--- config.mk ---
export PLATFORM = sky130hd
export DESIGN_NAME = vdma_wr_frame_sched
export DESIGN_NICKNAME = d
export VERILOG_FILES = /design/src/rtl/vdma_wr_frame_sched_pkg.sv /design/src/rtl/vdma_wr_frame_sched_buf_rotator.sv /design/src/rtl/vdma_wr_frame_sched.sv
export SDC_FILE = /design/constraint.sdc
export NUM_CORES = 1
export LEC_CHECK = 0
export BUFFER_PORTS_ARGS = -buffer_cell sky130_fd_sc_hd__buf_2
export CORE_UTILIZATION = 50
export CTS_CLUSTER_DIAMETER = 150
export DETAILED_ROUTE_END_ITERATION = 8
export PLACE_DENSITY = 0.69
export SYNTH_ARGS = -nofsm -noshare
export SYNTH_HDL_FRONTEND = slang
export SYNTH_HIERARCHICAL = 1
export SYNTH_SLANG_ARGS = --single-unit
--- constraint.sdc ---
create_clock -name clock -period 9.3 [get_ports clock]
set_input_delay 0.465 -clock clock [delete_from_list [all_inputs] [get_ports clock]]
set_output_delay 0.465 -clock clock [all_outputs]
set_load 0.01 [all_outputs]
--- src/rtl/vdma_wr_frame_sched_pkg.sv ---
// Shared definitions for the VDMA write-side scheduler and its helpers.
package vdma_wr_frame_sched_pkg;

   typedef enum logic [2:0] {
      ST_IDLE = 3'd0,
      ST_WAIT = 3'd1,
      ST_REQ  = 3'd2,
      ST_XFER = 3'd3,
      ST_LEND = 3'd4,
      ST_FEND = 3'd5
   } sched_state_t;

   localparam int unsigned IDX_W = 2;

   // beat_bytes is a power of two, so synthesis reduces this to a shift
   function automatic logic [63:0] beats_to_bytes(input logic [15:0] beats,
                                                  input int unsigned beat_bytes);
      return 64'(beats) * 64'(beat_bytes);
   endfunction

endpackage

--- src/rtl/vdma_wr_frame_sched_buf_rotator.sv ---
// Next frame-buffer index selection; skips the buffer owned by the reader.
module vdma_buf_rotator
   import vdma_wr_frame_sched_pkg::*;
#(
   parameter int FRAME_NUM = 3
) (
   input  logic [IDX_W-1:0] idx,
   input  logic [IDX_W-1:0] rd_frame_idx,
   output logic [IDX_W-1:0] nxt_idx
);

   logic [IDX_W-1:0] step1;
   logic [IDX_W-1:0] step2;

   always_comb begin
      step1 = (int'(idx) + 1 >= FRAME_NUM) ? '0 : idx + 2'd1;
      step2 = (int'(step1) + 1 >= FRAME_NUM) ? '0 : step1 + 2'd1;
      nxt_idx = step1;
      // with only two buffers there is nowhere else to go, so overwrite
      if (step1 == rd_frame_idx)
         nxt_idx = (FRAME_NUM >= 3) ? step2 : idx;
   end

endmodule

--- src/rtl/vdma_wr_frame_sched.sv ---
// Write-side frame scheduler: cuts each active line into AXI bursts and
// rotates through the frame buffers.
//
// state   | meaning
// IDLE    | waiting for a frame-start pulse
// WAIT    | waiting for enough FIFO beats for the next chunk
// REQ     | burst request raised, waiting for ack
// XFER    | burst accepted, waiting for data phase done
// LEND    | line finished, advance to the next line
// FEND    | frame finished, pulse frame_done and rotate buffer
module vdma_wr_frame_sched
   import vdma_wr_frame_sched_pkg::*;
#(
   parameter int AW         = 32,
   parameter int MAX_BURST  = 256,
   parameter int FRAME_NUM  = 3,
   parameter int BEAT_BYTES = 4
) (
   input  logic             clock,
   input  logic             rst_n,
   input  logic             enable,
   input  logic [AW-1:0]    base_addr,
   input  logic [AW-1:0]    frame_size,
   input  logic [AW-1:0]    line_stride,
   input  logic [15:0]      hactive,
   input  logic [15:0]      vactive,
   input  logic             falign,
   input  logic [15:0]      fifo_count,
   input  logic [1:0]       rd_frame_idx,
   output logic             burst_req,
   output logic [AW-1:0]    burst_addr,
   output logic [8:0]       burst_len,
   input  logic             burst_ack,
   input  logic             burst_done,
   output logic [1:0]       wr_frame_idx,
   output logic             frame_done,
   output logic             sync_err,
   output logic             busy
);

   sched_state_t     state;
   logic [15:0]      line;
   logic [15:0]      beats_left;
   logic [15:0]      hact_r;
   logic [15:0]      vact_r;
   logic [AW-1:0]    line_addr;
   logic [AW-1:0]    cur_addr;
   logic             restart_pend;

   logic [15:0]      chunk;
   logic [1:0]       rot_idx;
   logic [AW-1:0]    start_addr;
   logic [AW-1:0]    rot_start_addr;
   logic             start_ok;

   // idx is at most 3, so the multiply is two gated adds
   function automatic logic [AW-1:0] frame_offset(input logic [1:0] idx,
                                                  input logic [AW-1:0] fs);
      logic [AW-1:0] o;
      o = '0;
      if (idx[0]) o = fs;
      if (idx[1]) o = o + (fs << 1);
      return o;
   endfunction

   vdma_buf_rotator #(.FRAME_NUM(FRAME_NUM)) u_rot (
      .idx          (wr_frame_idx),
      .rd_frame_idx (rd_frame_idx),
      .nxt_idx      (rot_idx)
   );

   always_comb begin
      chunk          = (beats_left > 16'(MAX_BURST)) ? 16'(MAX_BURST) : beats_left;
      start_addr     = base_addr + frame_offset(wr_frame_idx, frame_size);
      rot_start_addr = base_addr + frame_offset(rot_idx, frame_size);
      start_ok       = enable && (hactive != 16'd0) && (vactive != 16'd0);
   end

   task automatic begin_frame(input logic [AW-1:0] addr);
      state      <= ST_WAIT;
      busy       <= 1'b1;
      line       <= '0;
      beats_left <= hactive;
      hact_r     <= hactive;
      vact_r     <= vactive;
      line_addr  <= addr;
      cur_addr   <= addr;
   endtask

   always_ff @(posedge clock or negedge rst_n) begin
      if (!rst_n) begin
         state        <= ST_IDLE;
         line         <= '0;
         beats_left   <= '0;
         hact_r       <= '0;
         vact_r       <= '0;
         line_addr    <= '0;
         cur_addr     <= '0;
         restart_pend <= 1'b0;
         burst_req    <= 1'b0;
         burst_addr   <= '0;
         burst_len    <= '0;
         wr_frame_idx <= '0;
         frame_done   <= 1'b0;
         sync_err     <= 1'b0;
         busy         <= 1'b0;
      end else begin
         frame_done <= 1'b0;
         sync_err   <= 1'b0;
         case (state)
            ST_IDLE: begin
               if (falign && start_ok)
                  begin_frame(start_addr);
            end
            ST_WAIT: begin
               if (falign) begin
                  sync_err <= 1'b1;
                  if (start_ok) begin
                     begin_frame(start_addr);
                  end else begin
                     state <= ST_IDLE;
                     busy  <= 1'b0;
                  end
               end else if (fifo_count >= chunk) begin
                  burst_addr <= cur_addr;
                  burst_len  <= 9'(chunk - 16'd1);
                  burst_req  <= 1'b1;
                  state      <= ST_REQ;
               end
            end
            ST_REQ: begin
               // a raised request is held until accepted, even on resync
               if (falign && !restart_pend) begin
                  restart_pend <= 1'b1;
                  sync_err     <= 1'b1;
               end
               if (burst_ack) begin
                  burst_req <= 1'b0;
                  state     <= ST_XFER;
               end
            end
            ST_XFER: begin
               if (burst_done) begin
                  if (restart_pend || falign) begin
                     restart_pend <= 1'b0;
                     sync_err     <= falign && !restart_pend;
                     if (start_ok) begin
                        begin_frame(start_addr);
                     end else begin
                        state <= ST_IDLE;
                        busy  <= 1'b0;
                     end
                  end else begin
                     beats_left <= beats_left - chunk;
                     cur_addr   <= cur_addr + AW'(beats_to_bytes(chunk, BEAT_BYTES));
                     state      <= (beats_left == chunk) ? ST_LEND : ST_WAIT;
                  end
               end else if (falign && !restart_pend) begin
                  restart_pend <= 1'b1;
                  sync_err     <= 1'b1;
               end
            end
            ST_LEND: begin
               if (falign) begin
                  sync_err <= 1'b1;
                  if (start_ok) begin
                     begin_frame(start_addr);
                  end else begin
                     state <= ST_IDLE;
                     busy  <= 1'b0;
                  end
               end else begin
                  line       <= line + 16'd1;
                  line_addr  <= line_addr + line_stride;
                  cur_addr   <= line_addr + line_stride;
                  beats_left <= hact_r;
                  state      <= (line + 16'd1 == vact_r) ? ST_FEND : ST_WAIT;
               end
            end
            ST_FEND: begin
               frame_done   <= 1'b1;
               wr_frame_idx <= rot_idx;
               // a start arriving here opens the next frame on the new buffer
               if (falign && start_ok) begin
                  begin_frame(rot_start_addr);
               end else begin
                  state <= ST_IDLE;
                  busy  <= 1'b0;
               end
            end
            default: begin
               state <= ST_IDLE;
               busy  <= 1'b0;
            end
         endcase
      end
   end

endmodule

After elaboration in Yosys (flattened, before gate mapping) --
Cells that the tools add are included.
Operators by class: reduce and logical (&&, ||, !) cells 26, equal/unequal tests 20, mux-type cells 80, $lt $le $gt $ge 4, add/sub/neg operators 13, bitwise logic cells 2
Operators by type and width (count):
- two-way mux 32 bit | 16
- two-way mux 16 bit | 22
- one-hot mux 32 bit (5 select lines) | 2
- adder 32 bit | 5
- one-hot mux 16 bit (4 select lines) | 2
- one-hot mux 16 bit (3 select lines) | 2
- greater-or-equal comparator 32 x 3 -> 1 bit (second input constant) | 2
- adder 32 x 18 -> 32 bit | 1
- == test 16 bit | 2
- nonzero test 16 bit | 2
- two-way mux 3 bit | 9
- AND reduction 5 bit | 4
- two-way mux 1 bit | 19
- one-hot mux 3 bit (6 select lines) | 1
- adder 16 x 1 -> 16 bit (second input constant) | 1
- greater-or-equal comparator 16 bit | 1
- greater-than comparator 16 x 9 -> 1 bit (second input constant) | 1
- != test 2 bit (second input constant) | 8
- subtractor 16 bit | 1
- AND reduction 4 bit | 3
- subtractor 9 x 1 -> 9 bit (second input constant) | 1
- adder 2 x 1 -> 3 bit (second input constant) | 2
- == test 3 x 2 -> 1 bit (second input constant) | 2
- == test 3 bit (second input constant) | 2
- other kinds (22) | 34
Word-level totals: input bits 152, output and inout bits 47, register bits after elaboration 179

Depth between registers and ports, before layout --
Gate-level depths: netlist of run 1.
word-level depth 13, mapped depth 34

Cells and area by module --
Netlist of run 1, hierarchy kept.
By module, submodules not included:
- vdma_wr_frame_sched | instances 1, sequential area each 4479.3 um2, area an instance 20463.4 um2, cells each 2614
- vdma_buf_rotator | instances 1, sequential area each 0.0 um2, area an instance 40.0 um2, cells each 6

Least setup slack after synthesis of run 1 --
No wires, ideal clock.
kind flip-flop to flip-flop, start reg wr_frame_idx[0], end reg line_addr[29], clock period less this slack 6.568 ns, setup slack 2.732 ns, buffers on the path 6, data arrival time 6.446 ns, cell stages (with the launch flop) 33, cells stage by stage dfrtp_1 -> buf_4 -> buf_4 -> clkbuf_1 -> clkbuf_1 -> clkbuf_1 -> nand2_1 -> inv_1 -> ha_1 -> inv_1 -> fa_1 -> o311ai_2 -> a21oi_1 -> o311ai_4 -> a21oi_1 -> o21ai_0 -> a32oi_1 -> xnor2_1 -> mux2_2 -> ha_1 -> clkbuf_1 -> nand2_1 -> o21ai_0 -> a211oi_1 -> a31oi_1 -> o211a_1 -> a211oi_2 -> xor2_1 -> nor2_1 -> a211oi_1 -> o21ai_1 -> or3_1 -> o221a_2
Between the ends: word-level cells in the longest chain between the ends 13
Ends and longest elaborated chain:
- start, declared | line vdma_wr_frame_sched.sv:35 | output logic [1:0] wr_frame_idx,
- start signal, assigned | line vdma_wr_frame_sched.sv:182 | wr_frame_idx <= rot_idx;
- adder 2 x 1 -> 3 bit | line vdma_wr_frame_sched_buf_rotator.sv:16 | step1 = (int'(idx) + 1 >= FRAME_NUM) ? '0 : idx + 2'd1;
- greater-or-equal comparator 32 x 3 -> 1 bit | line vdma_wr_frame_sched_buf_rotator.sv:16
- two-way mux 2 bit | line vdma_wr_frame_sched_buf_rotator.sv:16
- adder 2 x 1 -> 3 bit | line vdma_wr_frame_sched_buf_rotator.sv:17 | step2 = (int'(step1) + 1 >= FRAME_NUM) ? '0 : step1 + 2'd1;
- greater-or-equal comparator 32 x 3 -> 1 bit | line vdma_wr_frame_sched_buf_rotator.sv:17
- two-way mux 2 bit | line vdma_wr_frame_sched_buf_rotator.sv:17
- two-way mux 2 bit | line vdma_wr_frame_sched_buf_rotator.sv:20 | if (step1 == rd_frame_idx)
- two-way mux 32 bit | line vdma_wr_frame_sched.sv:61 | if (idx[0]) o = fs;
- adder 32 bit | line vdma_wr_frame_sched.sv:62 | if (idx[1]) o = o + (fs << 1);
- two-way mux 32 bit | line vdma_wr_frame_sched.sv:62
- adder 32 bit | line vdma_wr_frame_sched.sv:75 | rot_start_addr = base_addr + frame_offset(rot_idx, frame_size);
- two-way mux 32 bit | line vdma_wr_frame_sched.sv:184 | if (falign && start_ok) begin
- one-hot mux 32 bit (5 select lines) (*) | line vdma_wr_frame_sched.sv:110 | case (state)
- end signal, assigned | line vdma_wr_frame_sched.sv:174 | line_addr <= line_addr + line_stride;
- end, declared | line vdma_wr_frame_sched.sv:46 | logic [AW-1:0] line_addr;
Every way passes the cells marked *; elsewhere a longest branch is shown, timed or not. The select of a mux whose other input is x is not followed. A chain may end at the register's enable or synchronous reset.

Worst setup path after layout of run 1 --
start reg wr_frame_idx[1], end reg line_addr[29]
Between the ends: word-level cells in the longest chain between the ends 13
Ends and longest elaborated chain:
- adder 2 x 1 -> 3 bit | line vdma_wr_frame_sched_buf_rotator.sv:16
- greater-or-equal comparator 32 x 3 -> 1 bit | line vdma_wr_frame_sched_buf_rotator.sv:16
- two-way mux 2 bit (*) | line vdma_wr_frame_sched_buf_rotator.sv:16
- adder 2 x 1 -> 3 bit | line vdma_wr_frame_sched_buf_rotator.sv:17
- greater-or-equal comparator 32 x 3 -> 1 bit | line vdma_wr_frame_sched_buf_rotator.sv:17
- two-way mux 2 bit | line vdma_wr_frame_sched_buf_rotator.sv:17
- two-way mux 2 bit (*) | line vdma_wr_frame_sched_buf_rotator.sv:20
- named net rot_idx[0] | line vdma_wr_frame_sched.sv:51 | logic [1:0] rot_idx;
- two-way mux 32 bit (*) | line vdma_wr_frame_sched.sv:61
- adder 32 bit | line vdma_wr_frame_sched.sv:62
- two-way mux 32 bit (*) | line vdma_wr_frame_sched.sv:62
- adder 32 bit (*) | line vdma_wr_frame_sched.sv:75
- two-way mux 32 bit (*) | line vdma_wr_frame_sched.sv:184
- one-hot mux 32 bit (5 select lines) (*) | line vdma_wr_frame_sched.sv:110
Mark *: on every way through the listed nets, which the timed path passes. The rest lies on a longest branch. The select of a mux whose other input is x is not followed.

==> results of run 1 <==
-- routing by layer --
layer	part of all wire [%]	wire, um
met1	45	29800
met2	45	29200
met3	7.6	5010
met4	2.4	1570
met5	0	0
-- worst reg2reg max path, delay by kind of cell (launching register included) --
family / cells / cell delay (ps)
multiplexers: 1 / 280
AND/OR/NAND/NOR: 9 / 1920
adder cells (fa/ha/maj): 3 / 1030
XOR/XNOR: 1 / 140
flip-flops: 1 / 520
buffers and inverters: 3 / 600
AO/OA/AOI/OAI: 14 / 2340
-- kinds of logic after synthesis --
logic type / Yosys count / share of synthesized area [%]
buffers and inverters: 208 / 4.02
muxes: 118 / 6.41
other: 2 / 0.0366
adders and majority gates: 181 / 11.3
AOI/OAI and AO/OA: 929 / 29.5
DFF: 179 / 21.8
xor gates and xnor gates: 193 / 8.24
and+or+nand+nor: 810 / 18.7
-- worst paths after layout --
| check | startpoint | endpoint | slack (ps) | cells past startpoint |
|---|---|---|---|---|
| worst max-delay path | wr_frame_idx[1] | line_addr[29] | 2340 | 31 |
| worst min-delay path | rst_n | burst_addr[13] | 2 | 1 |
| worst min register to register | burst_len[7] | burst_len[7] | 480 | 2 |
| worst max register to register | wr_frame_idx[1] | line_addr[29] | 2340 | 31 |
| min in group clock | vactive[4] | vact_r[4] | 260 | 2 |
| max in group asynchronous | rst_n | wr_frame_idx[0] | 8000 | 2 |
-- flip-flops by register name, indices dropped and copies added (netlist names), 2 cells and up --
| register | cells |
|---|---|
| state | 3 |
| vact_r | 16 |
| cur_addr | 32 |
| hact_r | 16 |
| burst_len | 9 |
| beats_left | 16 |
| burst_addr | 32 |
| wr_frame_idx | 2 |
| line | 16 |
| line_addr | 32 |
-- stage by stage --
step | power (mW) | instance area [um^2] | utilization [%]
floorplan | 3.81 | 20600 | -
global placement | 4.71 | 21900 | 54.5
detailed placement | 4.79 | 21900 | 54.5
CTS | 5.55 | 22500 | 56.0
global route | 6.03 | 22500 | 56.0
finish | 5.62 | 22500 | 56.0
-- cell usage after synthesis (12+ instances only) --
master and instances:
nand3_1 56, o21a_1 26, o211ai_1 13, xor2_1 65
nor4_1 24, a211oi_1 26, mux2i_1 15, mux2_2 102
nor3_1 36, a31oi_1 36, o21bai_1 18, nand2_1 291
o21ai_0 257, nand2b_1 20, buf_2 12, and2_1 62
clkbuf_1 112, dfrtp_1 179, a221oi_1 15, nor2b_1 28
nor2_1 182, a21o_1 119, and3_1 35, a21oi_1 227
xnor2_1 128, a22oi_1 28, inv_1 66, nand4_1 30
ha_1 174
-- cell type report --
type	instances	area, um^2
timing repair buffer	224	1190
inverter	67	251
sequential	179	4480
tap	525	657
clock buffer	17	425
fill	3779	17600
clock inverter	15	179
multi-input combinational	2246	15300
-- power breakdown --
part	leakage (nW)	internal, mW	switching (mW)	total (mW)
combinational	8.08	1.38	1.99	3.38
sequential	2.19	1.12	0.363	1.49
clock	0.295	0.365	0.386	0.752
==> impl_metrics.py, run 1 <==
metrics = {
    "synth": {
        "synth_edf_count": 0,
        "synthFlopType": "dfrtp_1",
        "synth_area_leader_cell": "dfrtp_1",
        "yosysTopAreaCellShare_pct": 21.8,
        "seq_area_frac_synth_pct": 21.8,
        "ys_warn_count": 6,
        "synthTopCellsByArea": "dfrtp_1, ha_1, o21ai_0",
        "ys_ff_latch": 179,
        "synth_cell_types": 103,
        "syn_area_um2": 20500,
        "synth_cells": 2620,
        "syn_area_per_cell_um2": 7.83,
        "async_flop_share_pct": 100,
    },
    "die": {
        "initial_core_util_pct": 51.1,
        "io_pins": 199,
        "die_w_um": 205,
        "die-height_um": 205,
        "core-area_um2": 40100,
        "rows": 73,
        "die-area_um2": 41800,
    },
    "pwr": {
        "pwr_density_cell_nw_per_um2": 250,
        "p_leak_nw": 10.6,
        "ir_drop_v": 0.000149,
    },
    "global_routing": {
        "grt_most_used_layer": "met2",
        "met1_usage_pct": 43.9,
        "met2_usage_pct": 48.3,
        "track_usage_pct": 30.8,
        "grt_pass1_wl_um": 102000,
        "antenna_found_initial": 0,
        "grt_overflow": 0,
        "met3_usage_pct": 3.95,
        "grt_max_degree": 78,
        "first_global_vias": 18700,
    },
    "drt": {
        "ant_nets": 0,
        "wirelength_um": 65600,
        "wl_per_cell_um": 20.1,
        "viasPerCell": 6.34,
        "drcViolationCount": 0,
        "drt_iter0_markers": 1874,
        "first_pass_iters": 5,
        "vias": 20800,
    },
    "finish": {
        "drive_gt1_share_pct": 15.0,
        "nets": 3067,
        "layout_common_cells": "nand2_1, o21ai_0, a21oi_1",
        "syn2layout_area_growth_pct": 9.57,
        "instances_no_fill": 3273,
        "mostFrequentLayoutCell": "nand2_1",
        "antenna_cells": 0,
    },
    "hold_path": {
        "worst_hold_path_type": "input port to async pin",
    },
    "outcome": {
        "status": "finished, final reports clean",
    },
    "setup_path": {
        "crit_fanout": 33,
        "worstPathRequired_ps": 9650,
        "critical-path-max-stage-delay_ps": 520,
        "crit_path_frequent_cell": "a211oi_1",
        "cp_slowest_cell": "dfrtp_1",
        "critPathTopFamily": "compound AO/OA/AOI/OAI gates",
        "crit_type": "register to register",
        "startpoint_type": "register",
        "cp.arrival_ps": 7310,
        "worstSetupEndpointType": "register",
        "cp_num_buf_inv": 3,
    },
    "sta": {
        "slew_headroom_pct": 19.5,
        "hold_slack_ps": 1.83,
        "max_slew.worst_pin.slew_ps": 1210,
        "hold_violations": 0,
        "worst_slack_ps": 2340,
        "slew_violations": 0,
        "skew_ps": 20.3,
        "setup_viol": 0,
        "finalCriticalPeriod_ps": 6960,
        "grt_setup_unrepaired": "no",
        "fmax_mhz": 144,
        "fin_crit_sh_pct": 74.9,
        "setup_tns_ps": 0,
    },
    "clock_tree": {
        "cts_max_path_buffers": 2,
        "path_clk_slew_ps": 80,
        "cts_tree": "built",
        "insertion_delay_ps": 470,
        "h-tree-depth": 4,
        "cts.sinks": 179,
        "cts_resized": 0,
        "cts-root-buf": "clkbuf_16",
        "holdBufCountCts": 0,
        "cts_setup_buffers": 0,
        "cts_inserted_buffers": 17,
    },
    "job": {
        "drv_cap": 0,
    },
    "place": {
        "dp.cells": 3241,
        "place_congestion": 0.957,
        "place_ws_ps": 2480,
        "port_buffers": 198,
        "dpl.hpwl_um": 50200,
    },
}
No activity file was read; power rests on OpenSTA's default activity.
==> inputs of run 2 (changes only) <==
--- a/config.mk
+++ b/config.mk
@@ -5,11 +5,12 @@
 export SDC_FILE = /design/constraint.sdc
 export NUM_CORES = 1
 export LEC_CHECK = 0
+export ABC_AREA = 1
 export BUFFER_PORTS_ARGS = -buffer_cell sky130_fd_sc_hd__buf_2
 export CORE_UTILIZATION = 50
 export CTS_CLUSTER_DIAMETER = 150
 export DETAILED_ROUTE_END_ITERATION = 8
-export PLACE_DENSITY = 0.69
+export PLACE_DENSITY = 0.72
 export SYNTH_ARGS = -nofsm -noshare
 export SYNTH_HDL_FRONTEND = slang
 export SYNTH_HIERARCHICAL = 1
==> constraint.sdc (replaced) <==
create_clock -name clock -period 6.3 [get_ports clock]
set_input_delay 0.315 -clock clock [delete_from_list [all_inputs] [get_ports clock]]
set_output_delay 0.315 -clock clock [all_outputs]
set_load 0.01 [all_outputs]
==> run 2 against run 1 <==
Cell area is 6.3% higher. Via count is 16% higher. Fmax is 24% higher. Core utilization is 0.30 points higher. Register-to-register slack worse by 1700 ps. Sequential share of layout area is 1.2 points lower. Largest cell class unchanged. First-iteration DRC count is 16% higher. Critical path type unchanged.
==> impl_metrics.py, run 2 <==
metrics = {
    "setup_path": {
        "cp_slowest_cell": "buf_4",
        "worstPathRequired_ps": 6640,
        "worstSetupEndpointType": "register",
        "crit_type": "register to register",
        "crit_fanout": 48,
        "crit_path_frequent_cell": "inv_1",
        "cp.arrival_ps": 5970,
        "startpoint_type": "register",
        "critical-path-max-stage-delay_ps": 460,
    },
    "drt": {
        "first_pass_iters": 5,
        "wl_per_cell_um": 17.7,
        "drt_iter0_markers": 2166,
        "vias": 24000,
        "viasPerCell": 5.69,
        "wirelength_um": 74800,
        "ant_nets": 0,
        "drcViolationCount": 0,
    },
    "finish": {
        "top_regs": "burst_addr (32), cur_addr (32), line_addr (32)",
        "register_area_um2": 4480,
        "num-fill-cells": 4386,
        "drive_gt1_share_pct": 10.8,
        "antenna_cells": 0,
        "layout_common_cells": "nand2_1, inv_1, o21ai_0",
        "multi_input_area_um2": 15000,
        "nets": 3959,
        "stdcell_area_um2": 23900,
        "instances_no_fill": 4217,
        "syn2layout_area_growth_pct": 10.1,
        "mostFrequentLayoutCell": "nand2_1",
    },
    "clock_tree": {
        "cts_inserted_buffers": 17,
        "cts.sinks": 179,
        "insertion_delay_ps": 450,
        "cts-root-buf": "clkbuf_16",
        "path_clk_slew_ps": 80,
        "cts_max_path_buffers": 2,
        "cts_tree": "built",
        "h-tree-depth": 4,
    },
    "synth": {
        "synth_cell_types": 71,
        "synth_most_common_cell": "nand2_1",
        "synth_cells": 3467,
        "syn_area_um2": 21700,
        "yosysTopAreaCellShare_pct": 20.6,
        "synthTopCellsByArea": "dfrtp_1, nand2_1, ha_1",
        "ys_ff_latch": 179,
        "seq_area_frac_synth_pct": 20.6,
        "syn_area_per_cell_um2": 6.26,
        "synth_edf_count": 0,
        "synthFlopType": "dfrtp_1",
        "ys_warn_count": 6,
        "async_flop_share_pct": 100,
        "synth_area_leader_cell": "dfrtp_1",
        "synth_commonest_cells": "nand2_1, inv_1, o21ai_0, a21oi_1, nor2_1",
    },
    "place": {
        "port_buffers": 198,
        "dp.cells": 4181,
        "dpl.hpwl_um": 59500,
        "place_congestion": 1.03,
        "postPlaceCellArea_um2": 23300,
    },
    "sta": {
        "grt_setup_unrepaired": "no",
        "setup_tns_ps": 0,
        "hold_violations": 0,
        "max_slew.worst_pin.slew_ps": 1230,
        "setup_viol": 0,
        "fmax_mhz": 177,
        "slew_violations": 0,
        "finalCriticalPeriod_ps": 5630,
        "slew_headroom_pct": 18.0,
        "fin_crit_sh_pct": 89.4,
        "skew_ps": 15.3,
    },
    "die": {
        "initial_core_util_pct": 51.2,
        "die-height_um": 210,
        "core-area_um2": 42400,
        "die-area_um2": 44200,
        "io_pins": 199,
        "die_w_um": 210,
        "rows": 75,
    },
    "global_routing": {
        "grt_pass1_wl_um": 118000,
        "antenna_found_initial": 0,
        "grt_overflow": 0,
        "grt_max_degree": 88,
        "track_usage_pct": 33.7,
        "first_global_vias": 21900,
    },
    "hold_path": {
        "worst_hold_path_type": "input port to register",
    },
    "outcome": {
        "status": "finished, final reports clean",
    },
    "job": {
        "drv_cap": 0,
    },
    "pwr": {
        "p_leak_nw": 12.3,
        "pwr_density_cell_nw_per_um2": 365,
        "ir_drop_v": 0.000282,
        "finalPower_mw": 8.72,
    },
}
[run 2: cell count changes after synthesis, sizes merged, moves of 40 or more]
cell    delta
or2       +40
xnor2     -85
inv      +423
a21o     -102
a21oi     +77
o21ai    +136
mux2      -93
clkbuf    -41
nor2     +135
nand3    +114
nand2    +517
and2      -61
[run 2: area by class of cell]
cell class / count / area share (%)
clock inverter: 14 / 0.592
sequential: 179 / 18.8
inverter: 490 / 7.70
timing repair buffer: 226 / 5.13
clock buffer: 18 / 1.84
multi-input combinational: 2713 / 63.0
tap: 577 / 3.02
[run 2: logic make-up (layout without fill, tap and decap cells)]
group                      after synthesis  in the layout  synth area share [%]
AOI/OAI and AO/OA                      932            932                  24.3
xor gates and xnor gates               107            107                  4.32
adders and majority gates              180            180                  10.6
buffers and inverters                  588            748                  10.4
DFF                                    179            179                  20.6
muxes                                   10             10                 0.519
other                                    2             15                0.0346
and+or+nand+nor                       1469           1469                  29.2
[run 2: worst paths after layout]
path,startpoint,cells after the start,endpoint,slack [ps]
max,wr_frame_idx[0],34,line_addr[30],670
min,vactive[11],2,vact_r[11],90
max reg2reg,wr_frame_idx[0],34,line_addr[30],670
min reg2reg,burst_addr[9],2,burst_addr[9],480
max in group asynchronous,rst_n,3,restart_pend,4430
min in group asynchronous,rst_n,2,burst_addr[0],470
[run 2: what timing repair did]
action / in CTS / in global routing
hold endpoints to repair: 68 / 0
hold buffers: 1 / 0
resized for setup: 0 / 1
buffers inserted: 0 / 3
setup endpoints to repair: 0 / 3
[run 2: power by group]
group / internal, mW / switching (mW) / total (mW)
Combinational: 1.88 / 3.60 / 5.49
Clock: 0.538 / 0.544 / 1.08
Sequential: 1.67 / 0.481 / 2.15
[run 2: routing by layer]
layer | global-route usage [%] | share of wire (%) | vias up
li1 | - | - | 12000
met1 | 46.3 | 44 | 10900
met2 | 54.5 | 45 | 995
met3 | 3.08 | 7.2 | 138
met4 | 13.3 | 4.0 | 0
met5 | 0 | 0 | -
[run 2: through the flow]
| step | setup slack (ps) | hold WS (ps) | utilization, % |
|---|---|---|---|
| after floorplan | 1350 | 19.4 | - |
| after global placement | 615 | 435 | 54.8 |
| after detailed placement | 533 | 431 | 54.8 |
| after CTS | 523 | 73.9 | 56.2 |
| after global routing | 32.8 | 82.8 | 56.3 |
| final | 665 | 90.7 | 56.3 |
[run 2: critical path, delay by kind of cell (launching register included)]
family                   cells  cell delay (ps)
AO/OA/AOI/OAI                9             1710
XOR/XNOR                     1              150
adder cells (fa/ha/maj)      3              970
buffers and inverters        8              950
flip-flops                   1              360
AND/OR/NAND/NOR             13             1320
